===== src/rtl/uart_pkg.sv =====
// Shared constants and types for the UART receive-side byte buffer.
package uart_pkg;

    localparam int UART_DATA_WIDTH = 8;
    localparam int FIFO_DEPTH_LOG2 = 3;
    localparam int FIFO_DEPTH      = 1 << FIFO_DEPTH_LOG2;
    localparam int STAT_CNT_WIDTH  = 8;

    // One extra MSB distinguishes full from empty when the low bits match.
    typedef logic [FIFO_DEPTH_LOG2:0] ptr_t;

endpackage


===== src/rtl/sat_counter.sv =====
// Saturating event counter with synchronous clear; clear beats increment.
module sat_counter #(
    parameter int CNT_WIDTH = 8
) (
    input  logic                 CLK,
    input  logic                 RST,
    input  logic                 inc,
    input  logic                 clr,
    output logic [CNT_WIDTH-1:0] cnt
);

    localparam logic [CNT_WIDTH-1:0] CNT_ONE = 1;

    logic [CNT_WIDTH-1:0] cnt_q;
    logic [CNT_WIDTH-1:0] cnt_d;

    // NOTE: every path through an always_comb block must assign its outputs, so start from a default to avoid an inferred latch.
    always_comb begin
        cnt_d = cnt_q;
        if (clr) begin
            cnt_d = '0;
        end else if (inc && (cnt_q != '1)) begin
            cnt_d = cnt_q + CNT_ONE;
        end
    end

    // NOTE: sequential state uses non-blocking assignments so every register samples pre-edge values.
    always_ff @(posedge CLK or negedge RST) begin
        if (!RST) begin
            cnt_q <= '0;
        end else begin
            cnt_q <= cnt_d;
        end
    end

    assign cnt = cnt_q;

endmodule


===== src/rtl/uart_rx_fifo.sv =====
// Receive byte buffer: drops errored frames, stores good bytes in a FWFT FIFO
// drained via valid/ready, and keeps saturating error/overflow statistics.
module uart_rx_fifo
    import uart_pkg::*;
#(
    parameter int DATA_WIDTH = UART_DATA_WIDTH,
    parameter int DEPTH_LOG2 = FIFO_DEPTH_LOG2,
    parameter int CNT_WIDTH  = STAT_CNT_WIDTH
) (
    input  logic                  CLK,
    input  logic                  RST,
    input  logic                  Data_Valid,
    input  logic [DATA_WIDTH-1:0] P_DATA,
    input  logic                  PAR_ERR,
    input  logic                  STP_ERR,
    input  logic                  RD_RDY,
    output logic                  RD_VLD,
    output logic [DATA_WIDTH-1:0] RD_DATA,
    output logic                  FULL,
    output logic [DEPTH_LOG2:0]   LEVEL,
    output logic                  OVF_FLAG,
    output logic [CNT_WIDTH-1:0]  ERR_CNT,
    output logic [CNT_WIDTH-1:0]  DROP_CNT,
    input  logic                  CLR_STAT
);

    localparam int                  DEPTH   = 1 << DEPTH_LOG2;
    localparam logic [DEPTH_LOG2:0] PTR_ONE = 1;

    logic [DATA_WIDTH-1:0] mem_q [DEPTH];
    logic [DEPTH_LOG2:0]   wr_ptr_q, wr_ptr_d;
    logic [DEPTH_LOG2:0]   rd_ptr_q, rd_ptr_d;
    logic                  ovf_q, ovf_d;

    logic empty, full;
    logic bad_frame, good_frame;
    logic push, pop, drop;

    assign empty = (wr_ptr_q == rd_ptr_q);
    assign full  = (wr_ptr_q[DEPTH_LOG2-1:0] == rd_ptr_q[DEPTH_LOG2-1:0]) &&
                   (wr_ptr_q[DEPTH_LOG2] != rd_ptr_q[DEPTH_LOG2]);

    assign bad_frame  = Data_Valid & (PAR_ERR | STP_ERR);
    assign good_frame = Data_Valid & ~(PAR_ERR | STP_ERR);

    assign pop  = ~empty & RD_RDY;
    // A pop in the same cycle frees the slot a full FIFO needs.
    assign push = good_frame & (~full | pop);
    assign drop = good_frame & full & ~pop;

    always_comb begin
        wr_ptr_d = wr_ptr_q;
        rd_ptr_d = rd_ptr_q;
        ovf_d    = ovf_q;
        if (push) wr_ptr_d = wr_ptr_q + PTR_ONE;
        if (pop)  rd_ptr_d = rd_ptr_q + PTR_ONE;
        if (CLR_STAT) begin
            ovf_d = 1'b0;
        end else if (drop) begin
            ovf_d = 1'b1;
        end
    end

    always_ff @(posedge CLK or negedge RST) begin
        if (!RST) begin
            wr_ptr_q <= '0;
            rd_ptr_q <= '0;
            ovf_q    <= 1'b0;
        end else begin
            wr_ptr_q <= wr_ptr_d;
            rd_ptr_q <= rd_ptr_d;
            ovf_q    <= ovf_d;
        end
    end

    // NOTE: the storage array has no reset; emptiness comes from the pointers, so stale words are never visible.
    always_ff @(posedge CLK) begin
        if (push) begin
            mem_q[wr_ptr_q[DEPTH_LOG2-1:0]] <= P_DATA;
        end
    end

    sat_counter #(.CNT_WIDTH(CNT_WIDTH)) u_err_cnt (
        .CLK (CLK),
        .RST (RST),
        .inc (bad_frame),
        .clr (CLR_STAT),
        .cnt (ERR_CNT)
    );

    sat_counter #(.CNT_WIDTH(CNT_WIDTH)) u_drop_cnt (
        .CLK (CLK),
        .RST (RST),
        .inc (drop),
        .clr (CLR_STAT),
        .cnt (DROP_CNT)
    );

    assign RD_VLD   = ~empty;
    assign RD_DATA  = empty ? '0 : mem_q[rd_ptr_q[DEPTH_LOG2-1:0]];
    assign FULL     = full;
    assign LEVEL    = wr_ptr_q - rd_ptr_q;
    assign OVF_FLAG = ovf_q;

endmodule


===== config.mk =====
export PLATFORM = sky130hd
export DESIGN_NAME = uart_rx_fifo
export DESIGN_NICKNAME = d
export VERILOG_FILES = /design/src/rtl/uart_pkg.sv /design/src/rtl/sat_counter.sv /design/src/rtl/uart_rx_fifo.sv
export SDC_FILE = /design/constraint.sdc
export NUM_CORES = 1
export LEC_CHECK = 0
export BUFFER_PORTS_ARGS = -buffer_cell sky130_fd_sc_hd__buf_2
export CAP_MARGIN = 20
export CORE_MARGIN = 2
export CORE_UTILIZATION = 60
export CTS_BUF_LIST = sky130_fd_sc_hd__clkbuf_4
export DETAILED_ROUTE_END_ITERATION = 8
export PLACE_DENSITY = 0.82
export SYNTH_ARGS = -nofsm -noshare
export SYNTH_HDL_FRONTEND = slang
export SYNTH_HIERARCHICAL = 1
export SYNTH_SLANG_ARGS = --single-unit

===== constraint.sdc =====
create_clock -name CLK -period 3.6 [get_ports CLK]
set_clock_uncertainty 0.2 [all_clocks]
set_input_delay 0.36 -clock CLK [delete_from_list [all_inputs] [get_ports CLK]]
set_output_delay 0.36 -clock CLK [all_outputs]
set_load 0.05 [all_outputs]

-- Yosys cells after proc, flatten, opt, wreduce, memory -nomap -nowiden
Memories as Yosys holds them, arrays and structs flattened.
Index checks and enable logic that the tools add are counted.
- bits in registers: 25
- latch bits: 0
- bits in writable memories: 64
- ROM bits: 0
- memories kept: 1
- memories (name ; words ; bits a word ; rd ports ; clocked after Yosys merged registers in ; wr ports ; line ; source):
    mem_q ; 8 ; 8 ; 1 ; 0 ; 1 ; uart_rx_fifo.sv:30 ; logic [DATA_WIDTH-1:0] mem_q [DEPTH];
- add/sub/neg operators: 5
- multiply operators: 0
- div/mod/pow operators: 0
- $lt $le $gt $ge: 0
- equality and inequality tests: 5
- shift operators: 0
- muxes and demuxes: 9
- bitwise gates (word level): 12
- reductions and logical operators: 6
- operator list (operator ; number):
    $mux W8 ; 5
    $add A8 B1 Y8 const B ; 2
    $ne A8 B8 Y1 const B ; 2
    $add A4 B1 Y4 const B ; 2
    $and A1 B1 Y1 ; 6
    $reduce_bool A2 Y1 ; 3
    $eq A4 B4 Y1 ; 1
    $mux W1 ; 4
    $not A1 Y1 ; 4
    $sub A4 B4 Y4 ; 1
    $eq A3 B3 Y1 ; 1
    $logic_and A1 B1 Y1 ; 3
    $or A1 B1 Y1 ; 2
    $ne A1 B1 Y1 ; 1

-- Depth between registers and ports, before layout
- depth in word-level cells: 8
- gate-level depth with buffers: 11

-- By module
Netlist, hierarchy kept.
- by module, submodules not included (module ; instances ; cells an instance ; area each (um2)):
    uart_rx_fifo ; 1 ; 193 ; 3085.5
    sat_counter ; 2 ; 49 ; 464.2

-- Least setup slack after synthesis
OpenSTA, ideal clock, no wires.
- kind: reg2out
- start point: register rd_ptr_q[1]
- end point: output port RD_DATA[0]
- data arrival time: 3.091 ns
- data required time: 3.040 ns
- setup slack: -0.051 ns
- stages on the path, launching flop included: 10
- path through: dfrtp_1 > buf_2 > buf_4 > buf_4 > inv_1 > ha_1 > nand4_1 > buf_2 > nand2_1 > a221oi_1
- word-level cells in the longest chain between the ends: 2
- ends and longest elaborated chain (element ; line ; source):
    from (decl) ; uart_rx_fifo.sv:32 ; logic [DEPTH_LOG2:0] rd_ptr_q, rd_ptr_d;
    from (signal assigned) ; uart_rx_fifo.sv:71 ; rd_ptr_q <= rd_ptr_d;
    $mem_v2 Z8 W8 or $eq A4 B4 Y1 (tied branches) ; -- ;
    $mux W8 * ; uart_rx_fifo.sv:100 ; assign RD_DATA = empty ? '0 : mem_q[rd_ptr_q[DEPTH_LOG2-1:0]];
    to (decl) ; uart_rx_fifo.sv:18 ; output logic [DATA_WIDTH-1:0] RD_DATA,
Mark *: on every way between the ends. The rest lies on a longest branch, timed or not.

-- Worst setup path after layout
- start point: register rd_ptr_q[0]
- end point: output port RD_DATA[6]
Same word-level chain as after synthesis.

==> flow_summary.ini <==
[finish]
multi_input_area_um2 = 1420
synthToLayoutAreaGrowth_pct = 15.2
regArea_um2 = 2550
diodes = 0
mostFrequentLayoutCells = 64 x edfxtp_1, 45 x buf_2, 34 x mux2i_1
final_common_cell = edfxtp_1
drive_gt1_frac = 0.257
nets = 376
fill_cells = 430

[power]
clock_power_share = 0.142
powerDensity_nw_per_um2 = 783
ir_drop_v = 0.00129
p_sw_mw = 1.73
p_total_mw = 3.62
p_leak_nw = 1.87
internal_power_mw = 1.89
swShare = 0.478
pwr-share-seq = 0.349
power_frac_comb = 0.510

[worst_setup_path]
r2r_slack_ns = 0.83
arrival_ns = 2.57
path_cells = nor2b_1 > a22oi_1 > and3_1 > buf_2
worst-setup-path-type = reg2out
cp-end-kind = output port
reg2reg_depth = 6
worstPathRequired_ns = 3.04
r2r-start = wr_ptr_q[0]$_DFFE_PN0P_
cp-start-kind = flop
r2r_end = mem_q[5][1]$_DFFE_PP_
cp_slowest_stage_delay_ns = 0.95
cp_max_fo = 8
cp_slowest_cell = nor2b_1

[floorplan]
fp.dieW_um = 85.8
start_util = 0.625
die_area_um2 = 7360
rows = 29
ios = 46
core-area_um2 = 6420
fp.dieH_um = 85.8

[sta]
tightest_slew_ns = 1.17
fmax_mhz = 319
finalCritPeriodShare = 0.870
rsz0062_at_grt = false
max_slew_margin = 0.221
hold_violations = 0
min_period_ns = 3.13
tns_ns = 0
slew_violations = 0
fin_ws_ns = 0.469
setup_violations = 0

[synth]
synthesis.nets = 314
syn_inst = 291
synth_seq_cells = 89
async_flop_share = 0.281
ys_types = 45
yosysWarnings = 6
synthFlopType = edfxtp_1
syn_area_per_cell_um2 = 13.8
synth_edf_count = 64
synth_seq_area_share = 0.635
netlist_area_um2 = 4010

[detailed_routing]
vias = 2564
initialDrtViolationCount = 137
routed_via_density = 5.89
routedWlPerCell_um = 17.0
wl_um = 7400
drc = 0
antenna_left = 0
first_pass_iters = 6

[status]
outcome = complete, no violations

[clocking]
insertion_delay_ns = 0.45
clockBufferDepth = 2
htreeDepth = 3
cts_made_buffers = 9
cts.clk_slew.worst_paths_ns = 0.14
cts.sinks = 89
cts_tree = built
cts-root-buf = clkbuf_4
post-cts-setup-buffers = 0

[grt]
grt_usage = 0.221
antenna_found_initial = 0
grt_max_degree = 37
overflow = 0
grt_pass1_vias = 2503
grt_pass1_wl_um = 12100

[place]
place_ws_ns = 0.826
place_congestion = 0.853
io_buffers = 45
dpl.hpwl_um = 4680

[worst_hold_path]
holdPathEnd = rd_ptr_q[2]$_DFFE_PN0P_
hp-start = RD_RDY
hold_class = in2reg
hold_depth = 3

[job]
maxCapViolCount = 0
==> power by group through the flow <==
| stage | registers (mW) | logic (mW) | clock network [mW] |
|---|---|---|---|
| 6_report | 1.26 | 1.85 | 0.513 |
| 5_1_grt | 1.27 | 1.97 | 0.571 |
| 4_1_cts | 1.26 | 1.85 | 0.524 |
| 3_5_place_dp | 1.28 | 1.83 | 0 |
| 3_3_place_gp | 1.28 | 1.81 | 0 |
| 2_1_floorplan | 1.27 | 1.47 | 0 |
==> worst max-delay path by stage <==
stage / slack, ns / cells past startpoint / startpoint / endpoint
2_1_floorplan: 0.42 / 9 / rd_ptr_q[1]$_DFFE_PN0P_ / RD_DATA[0]
3_3_place_gp: 0.93 / 6 / wr_ptr_q[0]$_DFFE_PN0P_ / mem_q[5][4]$_DFFE_PP_
3_5_place_dp: 0.83 / 6 / wr_ptr_q[0]$_DFFE_PN0P_ / mem_q[5][4]$_DFFE_PP_
4_1_cts: 0.45 / 4 / rd_ptr_q[0]$_DFFE_PN0P_ / RD_DATA[6]
5_1_grt: 0.25 / 6 / wr_ptr_q[0]$_DFFE_PN0P_ / RD_DATA[5]
6_report: 0.47 / 4 / rd_ptr_q[0]$_DFFE_PN0P_ / RD_DATA[6]
==> synthesized netlist by cell type, types with 9 or more instances <==
master     n  area [µm²]
nor3_1    11        55.1
inv_1     13        48.8
a22oi_1    9        67.6
nor2_1    10        37.5
nor2b_1    9        56.3
edfxtp_1  64        1920
dfrtp_1   25         626
mux2i_1   34         340
nand2_1   15        56.3
==> registers in the layout, indices dropped and copies added, names as in the netlist <==
signal and count:
u_err_cnt/cnt 8, wr_ptr_q 4, mem_q 64, OVF_FLAG 1
u_drop_cnt/cnt 8, rd_ptr_q 4
==> worst max-delay path: cells and delay by family, from the launching register on <==
family / cells / cell delay (ns)
and+or+nand+nor: 2 / 1.20
DFF: 1 / 0.50
AOI/OAI and AO/OA: 1 / 0.21
buffers and inverters: 1 / 0.21
==> final cells by class <==
| class | instances | area share |
|---|---|---|
| clock buffer | 9 | 0.0146 |
| clock inverter | 7 | 0.0133 |
| inverter | 13 | 0.0106 |
| multi-input combinational | 177 | 0.306 |
| sequential | 89 | 0.551 |
| tap | 77 | 0.0208 |
| timing repair buffer | 63 | 0.0836 |
==> per-stage QoR <==
| step | hold WS [ns] | std cells | util | area [µm²] |
|---|---|---|---|---|
| finish | 0.0394 | 435 | 0.720 | 4620 |
| global route | 0.0372 | 435 | 0.720 | 4620 |
| CTS | 0.0268 | 434 | 0.718 | 4610 |
| detailed placement | 0.186 | 409 | 0.684 | 4390 |
| global placement | 0.182 | 409 | 0.684 | 4390 |
| floorplan | -0.136 | 291 | - | 4060 |
==> kinds of logic (layout without fill, tap and decap cells) <==
logic type               count (synthesis)  in the layout  synth area share
flip-flops                              89             89             0.635
AND/OR/NAND/NOR                         82             82             0.114
multiplexers                            40             40             0.103
AO/OA/AOI/OAI                           38             38            0.0736
buffers and inverters                   25             92            0.0268
XOR/XNOR                                 9              9            0.0215
adder cells (fa/ha/maj)                  8              8            0.0268
==> per-layer routing <==
metal / GRT usage / vias to the layer above / routed length, µm
met2: 0.342 / 76 / 3480
met4: 0.115 / 0 / 203
li1: - / 1237 / -
met5: 0 / - / 0
met3: 0.0318 / 15 / 311
met1: 0.307 / 1236 / 3410
==> what timing repair did <==
action / 4_1_cts / 5_1_grt
hold buffers: 9 / 0
hold endpoints to repair: 89 / 0
gates resized for setup: 0 / 0
Note: power is estimated with default switching activity, not from simulation.
